`src/rtl/tick_window_counter.sv`:
```
// Multi-channel windowed tick counter: publishes per-channel counts and overflow flags once per window.
// Optional define TICK_WINDOW_EDGE_EN counts rising edges of tick instead of high cycles.
module tick_window_counter #(
    parameter int N  = 4,
    parameter int CH = 2,
    parameter int W  = 8
) (
    input  logic            clk,
    input  logic            reset,
    input  logic            enable,
    input  logic            sat_mode,
    input  logic [W-1:0]    window_len,
    input  logic [CH-1:0]   tick,
    output logic [CH*N-1:0] counts,
    output logic [CH-1:0]   of,
    output logic            valid
);

    typedef enum logic {
        IDLE = 1'b0,
        RUN  = 1'b1
    } state_t;

    localparam logic [N-1:0] ACC_MAX = '1;

    state_t                 state;
    state_t                 state_next;
    logic [W-1:0]           len_q;
    logic [W-1:0]           win_cnt;
    logic [CH-1:0][N-1:0]   acc;
    logic [CH-1:0][N-1:0]   acc_next;
    logic [CH-1:0]          sticky;
    logic [CH-1:0]          sticky_next;
    logic [CH-1:0]          hit;
    logic                   last;
    logic                   load;
    logic                   clear;
    logic                   capture;

`ifdef TICK_WINDOW_EDGE_EN
    logic [CH-1:0] tick_q;
    logic [CH-1:0] edge_q;

    // Edge is registered, so counts lag the raw tick by one cycle against window boundaries.
    always_ff @(posedge clk or posedge reset) begin
        if (reset) begin
            tick_q <= '0;
            edge_q <= '0;
        end else begin
            tick_q <= tick;
            edge_q <= tick & ~tick_q;
        end
    end

    always_comb begin
        hit = edge_q;
    end
`else
    always_comb begin
        hit = tick;
    end
`endif

    always_comb begin
        last = (win_cnt == len_q - W'(1));
    end

    always_comb begin
        acc_next    = acc;
        sticky_next = sticky;
        for (int unsigned k = 0; k < CH; k++) begin
            if (hit[k]) begin
                if (acc[k] == ACC_MAX) begin
                    sticky_next[k] = 1'b1;
                    acc_next[k]    = sat_mode ? ACC_MAX : '0;
                end else begin
                    acc_next[k] = acc[k] + N'(1);
                end
            end
        end
    end

    always_ff @(posedge clk or posedge reset) begin
        if (reset) begin
            state <= IDLE;
        end else begin
            state <= state_next;
        end
    end

    // The last window cycle both captures and restarts, so back-to-back windows have no gap.
    always_comb begin
        state_next = state;
        load       = 1'b0;
        clear      = 1'b0;
        capture    = 1'b0;
        case (state)
            IDLE: begin
                if (enable && (window_len != '0)) begin
                    state_next = RUN;
                    load       = 1'b1;
                end
            end
            RUN: begin
                if (!enable) begin
                    state_next = IDLE;
                    clear      = 1'b1;
                end else if (last) begin
                    capture = 1'b1;
                    if (window_len != '0) begin
                        load = 1'b1;
                    end else begin
                        state_next = IDLE;
                        clear      = 1'b1;
                    end
                end
            end
            default: begin
                state_next = IDLE;
                clear      = 1'b1;
            end
        endcase
    end

    always_ff @(posedge clk or posedge reset) begin
        if (reset) begin
            len_q   <= '0;
            win_cnt <= '0;
            acc     <= '0;
            sticky  <= '0;
            counts  <= '0;
            of      <= '0;
            valid   <= 1'b0;
        end else begin
            valid <= capture;
            if (capture) begin
                counts <= acc_next;
                of     <= sticky_next;
            end
            if (load) begin
                len_q   <= window_len;
                win_cnt <= '0;
                acc     <= '0;
                sticky  <= '0;
            end else if (clear) begin
                win_cnt <= '0;
                acc     <= '0;
                sticky  <= '0;
            end else if (state == RUN) begin
                win_cnt <= win_cnt + W'(1);
                acc     <= acc_next;
                sticky  <= sticky_next;
            end
        end
    end

endmodule

```
`config.mk`:
```
export PLATFORM = sky130hd
export DESIGN_NAME = tick_window_counter
export DESIGN_NICKNAME = d
export VERILOG_FILES = /design/src/rtl/tick_window_counter.sv
export SDC_FILE = /design/constraint.sdc
export NUM_CORES = 1
export LEC_CHECK = 0
export ABC_AREA = 1
export CAP_MARGIN = 5
export CELL_PAD_IN_SITES_DETAIL_PLACEMENT = 0
export CELL_PAD_IN_SITES_GLOBAL_PLACEMENT = 1
export CORE_ASPECT_RATIO = 1.5
export CORE_MARGIN = 2
export CORE_UTILIZATION = 37
export CTS_CLUSTER_DIAMETER = 80
export DETAILED_ROUTE_END_ITERATION = 8
export GPL_TIMING_DRIVEN = 0
export PLACE_DENSITY_LB_ADDON = 0.1
export SYNTH_ARGS = -nofsm -noshare
export SYNTH_HDL_FRONTEND = slang
export SYNTH_SLANG_ARGS = --single-unit
```
`constraint.sdc`:
```
create_clock -name clk -period 1.6 [get_ports clk]
set_input_delay 0.24 -clock clk [delete_from_list [all_inputs] [get_ports clk]]
set_output_delay 0.24 -clock clk [all_outputs]
set_load 0.02 [all_outputs]
```
==> impl_results.md, run 1 <==
* Number of max-capacitance violations reported at 0
* Gate count of the mapped netlist at 303
* Transition time at the pin with the least slew margin at 0.804 ns
* Standby leakage power at 1.45 nW
* Kind of path behind the tightest hold check: input pin to async pin
* Overall via count from detail_route at 2065
* Number of antenna violations at the first check in global routing at 0
* Synth async-reset ratio at 1.00
* Final-layout setup total negative slack at -10.06 ns
* TritonRoute pass-1 iters at 4
* H-tree Lvls at 2
* Element type at the critical path end: register
* Wire length of the first global-routing pass at 9.48 mm
* Setup ws final at -0.300 ns
* Source-to-sink clock delay at the later pin of the worst-skew pair at 0.29 ns
* Count of final setup violators at 38
* Mean Syn Cell Area at 7.42 sq um
* Syn Nets at 321
* Remaining antenna violation count after routing at 0
* Number of hold-slack violations in the final timing report at 0
* Total I/O pin count at 25
* Die Footprint at 6730 sq um
* Unrepaired setup endpoints after global routing: yes
* Iter 0 DRT Violations at 96
* Register area share after synthesis at 0.423
* Height of the die at 99.4 um
* Horizontal extent of the die at 67.6 um
* Worst clock skew on the final layout at 0.00710 ns
* Routed wire length at 5.77 mm
* Required arrival time at the worst endpoint at 1.78 ns
* Clock-pin slew of the registers on the worst-case setup and hold paths at 0.08 ns
* Outcome: finished with violations
* Fraction of layout cells with a size suffix above 1 at 0.192
* Root Buffer Master: sky130_fd_sc_hd__clkbuf_8
* TritonCTS clock tree: built
* Synthesis-stage register bit count at 38
* Pin count of the biggest net entering global routing at 39
* Relative max-transition margin at 0.463
* Count of yosys warnings during synthesis at 0
* Areal power density over the cells at 995 nW/um^2
* Final Max Tran Viols at 0
* DRC violations left at 0
* Remaining Overflow, GRT at 0
* Effective utilization at floorplan at 0.386
* Post-synth EDFFs at 0
* Clk buf depth at 2
* Via count of the first global-routing pass at 1972
* Critical path fanouts, max at 10
* Number of CTS-inserted buffers at 5
* Routability congestion estimate from global placement at 0.839
* Arrival time worst endpoint at 2.08 ns
* Place WS at -0.518 ns
* Failing checks: setup timing
* Dpl hpwl at 4.11 mm
* Leading cell types by total area after synthesis: sky130_fd_sc_hd__dfrtp_1, sky130_fd_sc_hd__nand2_1, sky130_fd_sc_hd__inv_1, sky130_fd_sc_hd__nand3_1, sky130_fd_sc_hd__o2111ai_1
* # port buffers at 24
* Placed inst area at 2620 sq um
* Tightest hold margin at 0.408 ns
* Summed area of non-filler cells in the final layout at 2950 sq um
* Most used flip-flop cell after synthesis: sky130_fd_sc_hd__dfrtp_1
* Cell taking the most area after synthesis: sky130_fd_sc_hd__dfrtp_1
* Min Clock Period, post-route at 1.90 ns
* Site Rows at 34
* Total number of clock tree sinks at 38
* Core Area at 5830 sq um
* CP Class: register to register
* Cell count of the worst reg-to-reg path at 14
* Area added between synthesis and finish at 31.2%
* Total global routing track utilization at 0.189
* Number of diodes at 0
* Capturing point of the worst reg2reg path: acc[4]
* Routed length per placed instance at 13.9 um
* Number of unique standard cell types used by synthesis at 26
* Kind of start point of the critical path: register
* Portion of synthesized cell area occupied by the leading cell type at 0.423
* Final period util at 1.19
* R2r setup slk at -0.30 ns
* Reg2reg start: len_q[1]
* Peak clock frequency supported by timing at 526 MHz
* Detail-routed via count per cell at 4.96
* VDD IR max at 488 uV
* Synthesized cell area at 2250 sq um
* Number of nets in the layout at 361
[registers in the layout, summed over array words and instances (netlist names)]
name and count:
of 2, counts 8, sticky 2, len_q 8
state 1, win_cnt 8, acc 8, valid 1
[how the worst max path moves through the flow]
stage | startpoint | end | slack (ns)
6_report | len_q[1] | acc[4] | -0.30
5_1_grt | len_q[1] | len_q[4] | -0.45
4_1_cts | len_q[1] | acc[3] | -0.36
3_5_place_dp | window_len[0] | acc[3] | -0.52
3_3_place_gp | window_len[0] | acc[3] | -0.52
2_1_floorplan | len_q[0] | counts[4] | -0.14
[layout make-up]
cell class                 count  area [sq um]
tap                           72          90.1
inverter                      36           143
timing repair buffer          33           332
clock inverter                 1          5.00
multi-input combinational    220          1270
buffer                         9          66.3
clock buffer                   7          86.3
sequential                    38           952
fill                         576          2880
[layout by cell type (no fill, tap or decap), types with 2 or more instances in the layout]
cell type                          n
sky130_fd_sc_hd__buf_4             7
sky130_fd_sc_hd__xor2_1            7
sky130_fd_sc_hd__clkbuf_8          6
sky130_fd_sc_hd__o2111ai_2         9
sky130_fd_sc_hd__clkbuf_1          5
sky130_fd_sc_hd__nor2_2            3
sky130_fd_sc_hd__nand2_4           4
sky130_fd_sc_hd__nand2_2           9
sky130_fd_sc_hd__o21ai_0          16
sky130_fd_sc_hd__nand3_1          20
sky130_fd_sc_hd__o21ai_2           5
sky130_fd_sc_hd__inv_2             3
sky130_fd_sc_hd__buf_6             2
sky130_fd_sc_hd__a21oi_1           6
sky130_fd_sc_hd__nor2_4            2
sky130_fd_sc_hd__nand3b_1          2
sky130_fd_sc_hd__nand2_8           2
sky130_fd_sc_hd__clkdlybuf4s50_1  24
sky130_fd_sc_hd__nor2_1           18
sky130_fd_sc_hd__nand2_1          99
sky130_fd_sc_hd__a31oi_1           2
sky130_fd_sc_hd__buf_8             2
sky130_fd_sc_hd__inv_1            31
sky130_fd_sc_hd__dfrtp_1          37
sky130_fd_sc_hd__o2111ai_1         3
sky130_fd_sc_hd__ha_1              3
[Yosys cell counts (2+ instances only)]
cell and number:
sky130_fd_sc_hd__nand3b_1 2, sky130_fd_sc_hd__nand3_1 21, sky130_fd_sc_hd__o2111ai_1 12, sky130_fd_sc_hd__dfrtp_1 38, sky130_fd_sc_hd__o21ai_0 18, sky130_fd_sc_hd__inv_1 34
sky130_fd_sc_hd__ha_1 4, sky130_fd_sc_hd__o21ai_2 3, sky130_fd_sc_hd__buf_6 3, sky130_fd_sc_hd__a21oi_1 7, sky130_fd_sc_hd__nand2_1 111, sky130_fd_sc_hd__nand2_4 3
sky130_fd_sc_hd__xor2_1 7, sky130_fd_sc_hd__a31oi_1 2, sky130_fd_sc_hd__clkbuf_1 5, sky130_fd_sc_hd__nor2_1 18, sky130_fd_sc_hd__o22ai_1 2, sky130_fd_sc_hd__nor2_2 5
[critical path, cell delays in order (launching register included)]
cell and delay (ns):
sky130_fd_sc_hd__dfrtp_1 0.40, sky130_fd_sc_hd__inv_2 0.07, sky130_fd_sc_hd__ha_4 0.27, sky130_fd_sc_hd__inv_2 0.03, sky130_fd_sc_hd__nand2_1 0.04, sky130_fd_sc_hd__nand2_1 0.04, sky130_fd_sc_hd__nor2_1 0.10, sky130_fd_sc_hd__nand2_1 0.06
sky130_fd_sc_hd__nor2_1 0.09, sky130_fd_sc_hd__nand2_1 0.10, sky130_fd_sc_hd__nor2_4 0.14, sky130_fd_sc_hd__nand2_4 0.14, sky130_fd_sc_hd__buf_8 0.18, sky130_fd_sc_hd__o2111ai_1 0.07, sky130_fd_sc_hd__nand2_1 0.07
[kinds of logic after synthesis]
family | Yosys count | share of synthesized area
AND/OR/NAND/NOR | 162 | 0.305
AO/OA/AOI/OAI | 46 | 0.132
buffers and inverters | 45 | 0.0863
flip-flops | 38 | 0.423
XOR/XNOR | 8 | 0.0312
adder cells (fa/ha/maj) | 4 | 0.0223
[report_power, final]
group          internal (mW)  switching (mW)
clock network          0.348           0.355
registers               1.09           0.143
logic                  0.411           0.587
total                   1.85            1.09
[through the flow]
step / power [mW] / cells / util
after floorplan: 1.86 / 303 / -
after global placement: 2.12 / 399 / 0.450
after detailed placement: 2.13 / 399 / 0.450
after CTS: 2.92 / 412 / 0.487
after global routing: 3.14 / 416 / 0.506
final: 2.93 / 416 / 0.506
[per-layer routing]
layer	GRT usage	vias to the layer above	routed length, um
met2	0.334	25	3060
li1	-	1062	-
met1	0.226	971	2450
met4	0.0644	0	110
met3	0.0305	7	149
met5	0	-	0
[repair_timing]
item                       in CTS  in global routing
setup endpoints to repair      38                 38
cloned                          1                  0
hold buffers                    0                  0
buffers inserted                4                  4
resized for setup              19                 19
pin swaps                       3                  4
Note: power is estimated with default switching activity, not from simulation.
==> run 2, diff against run 1 <==
- CTS_BUF_LIST: default -> sky130_fd_sc_hd__clkbuf_4 sky130_fd_sc_hd__clkbuf_8 sky130_fd_sc_hd__clkbuf_16
==> run 2 against run 1 <==
The flow still finishes with violations (setup timing). Power grew 0.59%. Utilization increased by 0.065 points. Combinational power barely moved. Design area rose by 0.13%. Clock-buffer cell count is the same. Maximum frequency hardly changed. Routed wire length is essentially flat. Critical path type unchanged. Critical endpoint unchanged. Highest routed layer unchanged.
==> impl_results.md, run 2 (synthesis results as in run 1) <==
* Outcome: finished with violations
* Failing checks: setup timing
* Worst clock skew on the final layout at 0.00711 ns
* Category of cells accounting for the largest share of critical-path delay: simple AND/OR/NAND/NOR gates
* Overall via count from detail_route at 2065
* CP Class: register to register
* Core Area at 5830 sq um
* VDD IR max at 488 uV
* Site Rows at 34
* Setup ws final at -0.300 ns
* DRC violations left at 0
* Final Max Tran Viols at 0
* Fraction of layout cells with a size suffix above 1 at 0.195
* Standby leakage power at 1.46 nW
* Number of max-capacitance violations reported at 0
* Remaining antenna violation count after routing at 0
* Die Footprint at 6730 sq um
* Unrepaired setup endpoints after global routing: yes
* Total global routing track utilization at 0.189
* Routed wire length at 5.77 mm
* Relative max-transition margin at 0.463
* Root Buffer Master: sky130_fd_sc_hd__clkbuf_8
* TritonCTS clock tree: built
* Via count of the first global-routing pass at 1972
* Areal power density over the cells at 999 nW/um^2
* Source-to-sink clock delay at the later pin of the worst-skew pair at 0.29 ns
* Peak clock frequency supported by timing at 526 MHz
* Pin count of the biggest net entering global routing at 39
* Required arrival time at the worst endpoint at 1.78 ns
* Detail-routed via count per cell at 4.96
* Remaining Overflow, GRT at 0
* Number of CTS-inserted buffers at 5
* Cell chain of the critical path: inv_2 > ha_4 > inv_2 > nand2_1 > nand2_1 > nor2_1 > nand2_1 > nor2_1 > nand2_1 > nor2_4 > nand2_4 > buf_8 > o2111ai_1 > nand2_1
* Number of diodes at 0
* Element type at the critical path end: register
* Routed length per placed instance at 13.9 um
* TritonRoute pass-1 iters at 4
* Total number of clock tree sinks at 38
* Hold Buf Count CTS at 0
* Number of nets in the layout at 361
* Area added between synthesis and finish at 31.3%
* Arrival time worst endpoint at 2.08 ns
* Number of antenna violations at the first check in global routing at 0
* Commonest non-fill, non-tap cells in the layout: sky130_fd_sc_hd__nand2_1, sky130_fd_sc_hd__dfrtp_1, sky130_fd_sc_hd__inv_1
* Kind of path behind the tightest hold check: input pin to async pin
* Share of the core filled with cells at 0.506
* Effective utilization at floorplan at 0.386
* Dpl hpwl at 4.11 mm
* Routability congestion estimate from global placement at 0.839
* Peak per-stage delay on the critical path at 0.40 ns
* Transition time at the pin with the least slew margin at 0.804 ns
* Critical path buffers and inverters at 3
* Clk buf depth at 2
* Most common cell after layout, fill and taps aside: sky130_fd_sc_hd__nand2_1
* Height of the die at 99.4 um
* Count of final setup violators at 38
* H-tree Lvls at 2
* Clock-pin slew of the registers on the worst-case setup and hold paths at 0.08 ns
* # port buffers at 24
* Filler cell count at 576
* Iter 0 DRT Violations at 78
* Horizontal extent of the die at 67.6 um
* Critical path fanouts, max at 10
* Worst-path cell with the longest stage delay: sky130_fd_sc_hd__dfrtp_1
* Number of hold-slack violations in the final timing report at 0
* Final period util at 1.19
* Wire length of the first global-routing pass at 9.48 mm
* Kind of start point of the critical path: register
* Min Clock Period, post-route at 1.90 ns
* Place WS at -0.518 ns
* Total I/O pin count at 25
* Crit-path most repeated cell: sky130_fd_sc_hd__nand2_1
run 2: through the flow:
| step | TNS [ns] | power, mW | area (sq um) | hold WS [ns] | instances |
|---|---|---|---|---|---|
| 2_1_floorplan | -3.63 | 1.86 | 2290 | 0.385 | 303 |
| 3_3_place_gp | -32.81 | 2.12 | 2620 | 0.461 | 399 |
| 3_5_place_dp | -16.70 | 2.13 | 2620 | 0.465 | 399 |
| 4_1_cts | -11.98 | 2.93 | 2840 | 0.453 | 412 |
| 5_1_grt | -15.42 | 3.16 | 2950 | 0.513 | 416 |
| 6_report | -10.06 | 2.95 | 2950 | 0.408 | 416 |
run 2: final timing paths:
check / startpoint / to / slack, ns / cells after the start
setup / recovery: len_q[1] / acc[4] / -0.30 / 14
hold / removal: reset / state / 0.41 / 2
setup reg to reg: len_q[1] / acc[4] / -0.30 / 14
hold reg to reg: counts[0] / counts[0] / 0.49 / 2
max in group asynchronous: reset / len_q[0] / 0.62 / 2
min in group clk: counts[0] / counts[0] / 0.49 / 2
run 2: what timing repair did:
| action | in CTS | in global routing |
|---|---|---|
| pin swaps | 3 | 4 |
| endpoints found under the setup margin | 38 | 38 |
| gates resized for setup | 19 | 19 |
| gates cloned | 1 | 0 |
| setup buffers | 4 | 4 |
run 2: final cells by class:
class	count	area, sq um	area share
buffer	9	66.3	0.0225
inverter	36	143	0.0483
timing repair buffer	33	332	0.112
multi-input combinational	220	1270	0.432
clock buffer	7	90.1	0.0305
clock inverter	1	5.00	0.00170
sequential	38	952	0.323
tap	72	90.1	0.0305
run 2: metal layers:
metal	global-route usage	part of all wire
met2	0.334	0.53
met4	0.0644	0.019
met1	0.226	0.42
met5	0	0
met3	0.0305	0.026
run 2: power breakdown:
| group | total [mW] | leakage, nW | internal [mW] | switching [mW] |
|---|---|---|---|---|
| sequential | 1.23 | 0.508 | 1.09 | 0.144 |
| clock | 0.721 | 0.0517 | 0.365 | 0.355 |
| combinational | 0.998 | 0.896 | 0.411 | 0.587 |
==> run 3, diff against run 2 <==
- CORE_MARGIN: 2 -> default
==> run 3 against run 2 <==
The flow still finishes with violations (setup timing). Highest routed layer unchanged. Largest cell class unchanged. Setup slack got worse by 0.012 ns. Clock skew rose by 0.0015 ns. Die area fell by 4.9%. Design area rose by 0.81%. Non-clock buffer count did not move.
==> impl_results.md, run 3 (synthesis results as in run 1) <==
* Final-layout setup total negative slack at -10.77 ns
* Remaining Overflow, GRT at 0
* Placed inst area at 2620 sq um
* Height of the die at 97.4 um
* Clock-pin slew of the registers on the worst-case setup and hold paths at 0.08 ns
* Number of CTS-inserted buffers at 5
* Setup ws final at -0.312 ns
* Iter 0 DRT Violations at 64
* Remaining antenna violation count after routing at 0
* Place WS at -0.539 ns
* Arrival time worst endpoint at 2.09 ns
* Number of diodes at 0
* Effective utilization at floorplan at 0.386
* Pin count of the biggest net entering global routing at 39
* Kind of path behind the tightest hold check: input pin to async pin
* Share of the core filled with cells at 0.511
* Final Max Tran Viols at 0
* Kind of start point of the critical path: register
* Final period util at 1.19
* Most common cell after layout, fill and taps aside: sky130_fd_sc_hd__nand2_1
* Critical path fanouts, max at 10
* Wire length of the first global-routing pass at 9.36 mm
* Source-to-sink clock delay at the later pin of the worst-skew pair at 0.29 ns
* Count of final setup violators at 38
* VDD IR max at 416 uV
* Area added between synthesis and finish at 32.4%
* Dpl hpwl at 4.07 mm
* Horizontal extent of the die at 65.6 um
* Outcome: finished with violations
* TritonRoute pass-1 iters at 4
* Summed area of non-filler cells in the final layout at 2980 sq um
* Number of max-capacitance violations reported at 0
* Overall via count from detail_route at 2039
* Via count of the first global-routing pass at 1996
* Required arrival time at the worst endpoint at 1.77 ns
* Number of antenna violations at the first check in global routing at 0
* Routed wire length at 5.60 mm
* Relative max-transition margin at 0.464
* H-tree Lvls at 2
* Routability congestion estimate from global placement at 0.843
* Fraction of layout cells with a size suffix above 1 at 0.201
* Total number of clock tree sinks at 38
* CP Class: register to register
* Worst clock skew on the final layout at 0.00858 ns
* Hold Buf Count CTS at 0
* Routed length per placed instance at 13.5 um
* TritonCTS clock tree: built
* Total I/O pin count at 25
* Peak clock frequency supported by timing at 523 MHz
* Clk buf depth at 2
* Commonest non-fill, non-tap cells in the layout: sky130_fd_sc_hd__nand2_1, sky130_fd_sc_hd__dfrtp_1, sky130_fd_sc_hd__inv_1
* Core Area at 5830 sq um
* Failing checks: setup timing
* Total global routing track utilization at 0.193
* Number of nets in the layout at 362
* Detail-routed via count per cell at 4.91
* Unrepaired setup endpoints after global routing: yes
* Number of hold-slack violations in the final timing report at 0
* Min Clock Period, post-route at 1.91 ns
* Areal power density over the cells at 993 nW/um^2
* Transition time at the pin with the least slew margin at 0.803 ns
* Tightest hold margin at 0.411 ns
* # port buffers at 24
* Standby leakage power at 1.45 nW
* Root Buffer Master: sky130_fd_sc_hd__clkbuf_8
* Cell count of the worst reg-to-reg path at 14
* Die Footprint at 6400 sq um
* Element type at the critical path end: register
* Site Rows at 34
* DRC violations left at 0
## run 3: cell types whose count changed in the layout (fill, tap and decap cells not counted), moves of 2 or more
cell and change:
sky130_fd_sc_hd__nand2_2 +4, sky130_fd_sc_hd__buf_12 +2, sky130_fd_sc_hd__nand2_4 -3, sky130_fd_sc_hd__nand2_8 +2, sky130_fd_sc_hd__nand2_1 -2
## run 3: power by group
group / switching, mW / internal [mW]
Clock: 0.333 / 0.333
Combinational: 0.618 / 0.439
Sequential: 0.145 / 1.09
Total: 1.10 / 1.86
## run 3: path summary, 6_finish.rpt
kind / from / endpoint / slack [ns]
max: len_q[1] / acc[2] / -0.31
max in group asynchronous: reset / len_q[0] / 0.62
min in group clk: counts[4] / counts[4] / 0.48
min: reset / state / 0.41
max reg2reg: len_q[1] / acc[2] / -0.31
min reg2reg: counts[4] / counts[4] / 0.48
## run 3: timing repair
| item | CTS | global route |
|---|---|---|
| resized for setup | 23 | 20 |
| buffers inserted | 3 | 6 |
| setup endpoints to repair | 38 | 38 |
| cloned | 1 | 0 |
| pin swaps | 3 | 0 |
## run 3: worst max-delay path: stages (launching register included)
cell and delay (ns):
sky130_fd_sc_hd__dfrtp_1 0.40, sky130_fd_sc_hd__inv_2 0.07, sky130_fd_sc_hd__ha_4 0.27, sky130_fd_sc_hd__inv_2 0.03, sky130_fd_sc_hd__nand2_1 0.04, sky130_fd_sc_hd__nand2_1 0.04, sky130_fd_sc_hd__nor2_1 0.09, sky130_fd_sc_hd__nand2_1 0.05
sky130_fd_sc_hd__nor2_1 0.08, sky130_fd_sc_hd__nand2_1 0.10, sky130_fd_sc_hd__nor2_4 0.19, sky130_fd_sc_hd__nand2_8 0.13, sky130_fd_sc_hd__buf_12 0.17, sky130_fd_sc_hd__o2111ai_2 0.06, sky130_fd_sc_hd__nand2_1 0.08
## run 3: metrics by stage
| stage | instances | power (mW) |
|---|---|---|
| 5_1_grt | 415 | 3.15 |
| 2_1_floorplan | 303 | 1.86 |
| 3_3_place_gp | 399 | 2.12 |
| 3_5_place_dp | 399 | 2.13 |
| 6_report | 415 | 2.96 |
| 4_1_cts | 409 | 2.91 |
## run 3: per-layer routing
layer,vias to the layer above,global-route usage,share of wire
li1,1060,-,-
met5,-,0,0
met1,940,0.227,0.43
met4,0,0.0753,0.021
met3,9,0.0293,0.025
met2,30,0.340,0.53
## run 3: cell type report
cell class	instances	area, sq um
Tap cell	72	90.1
Clock buffer	6	82.6
Fill cell	570	2850
Timing Repair Buffer	33	324
Multi-Input combinational cell	221	1310
Buffer	9	73.8
Sequential cell	38	952
Inverter	36	143
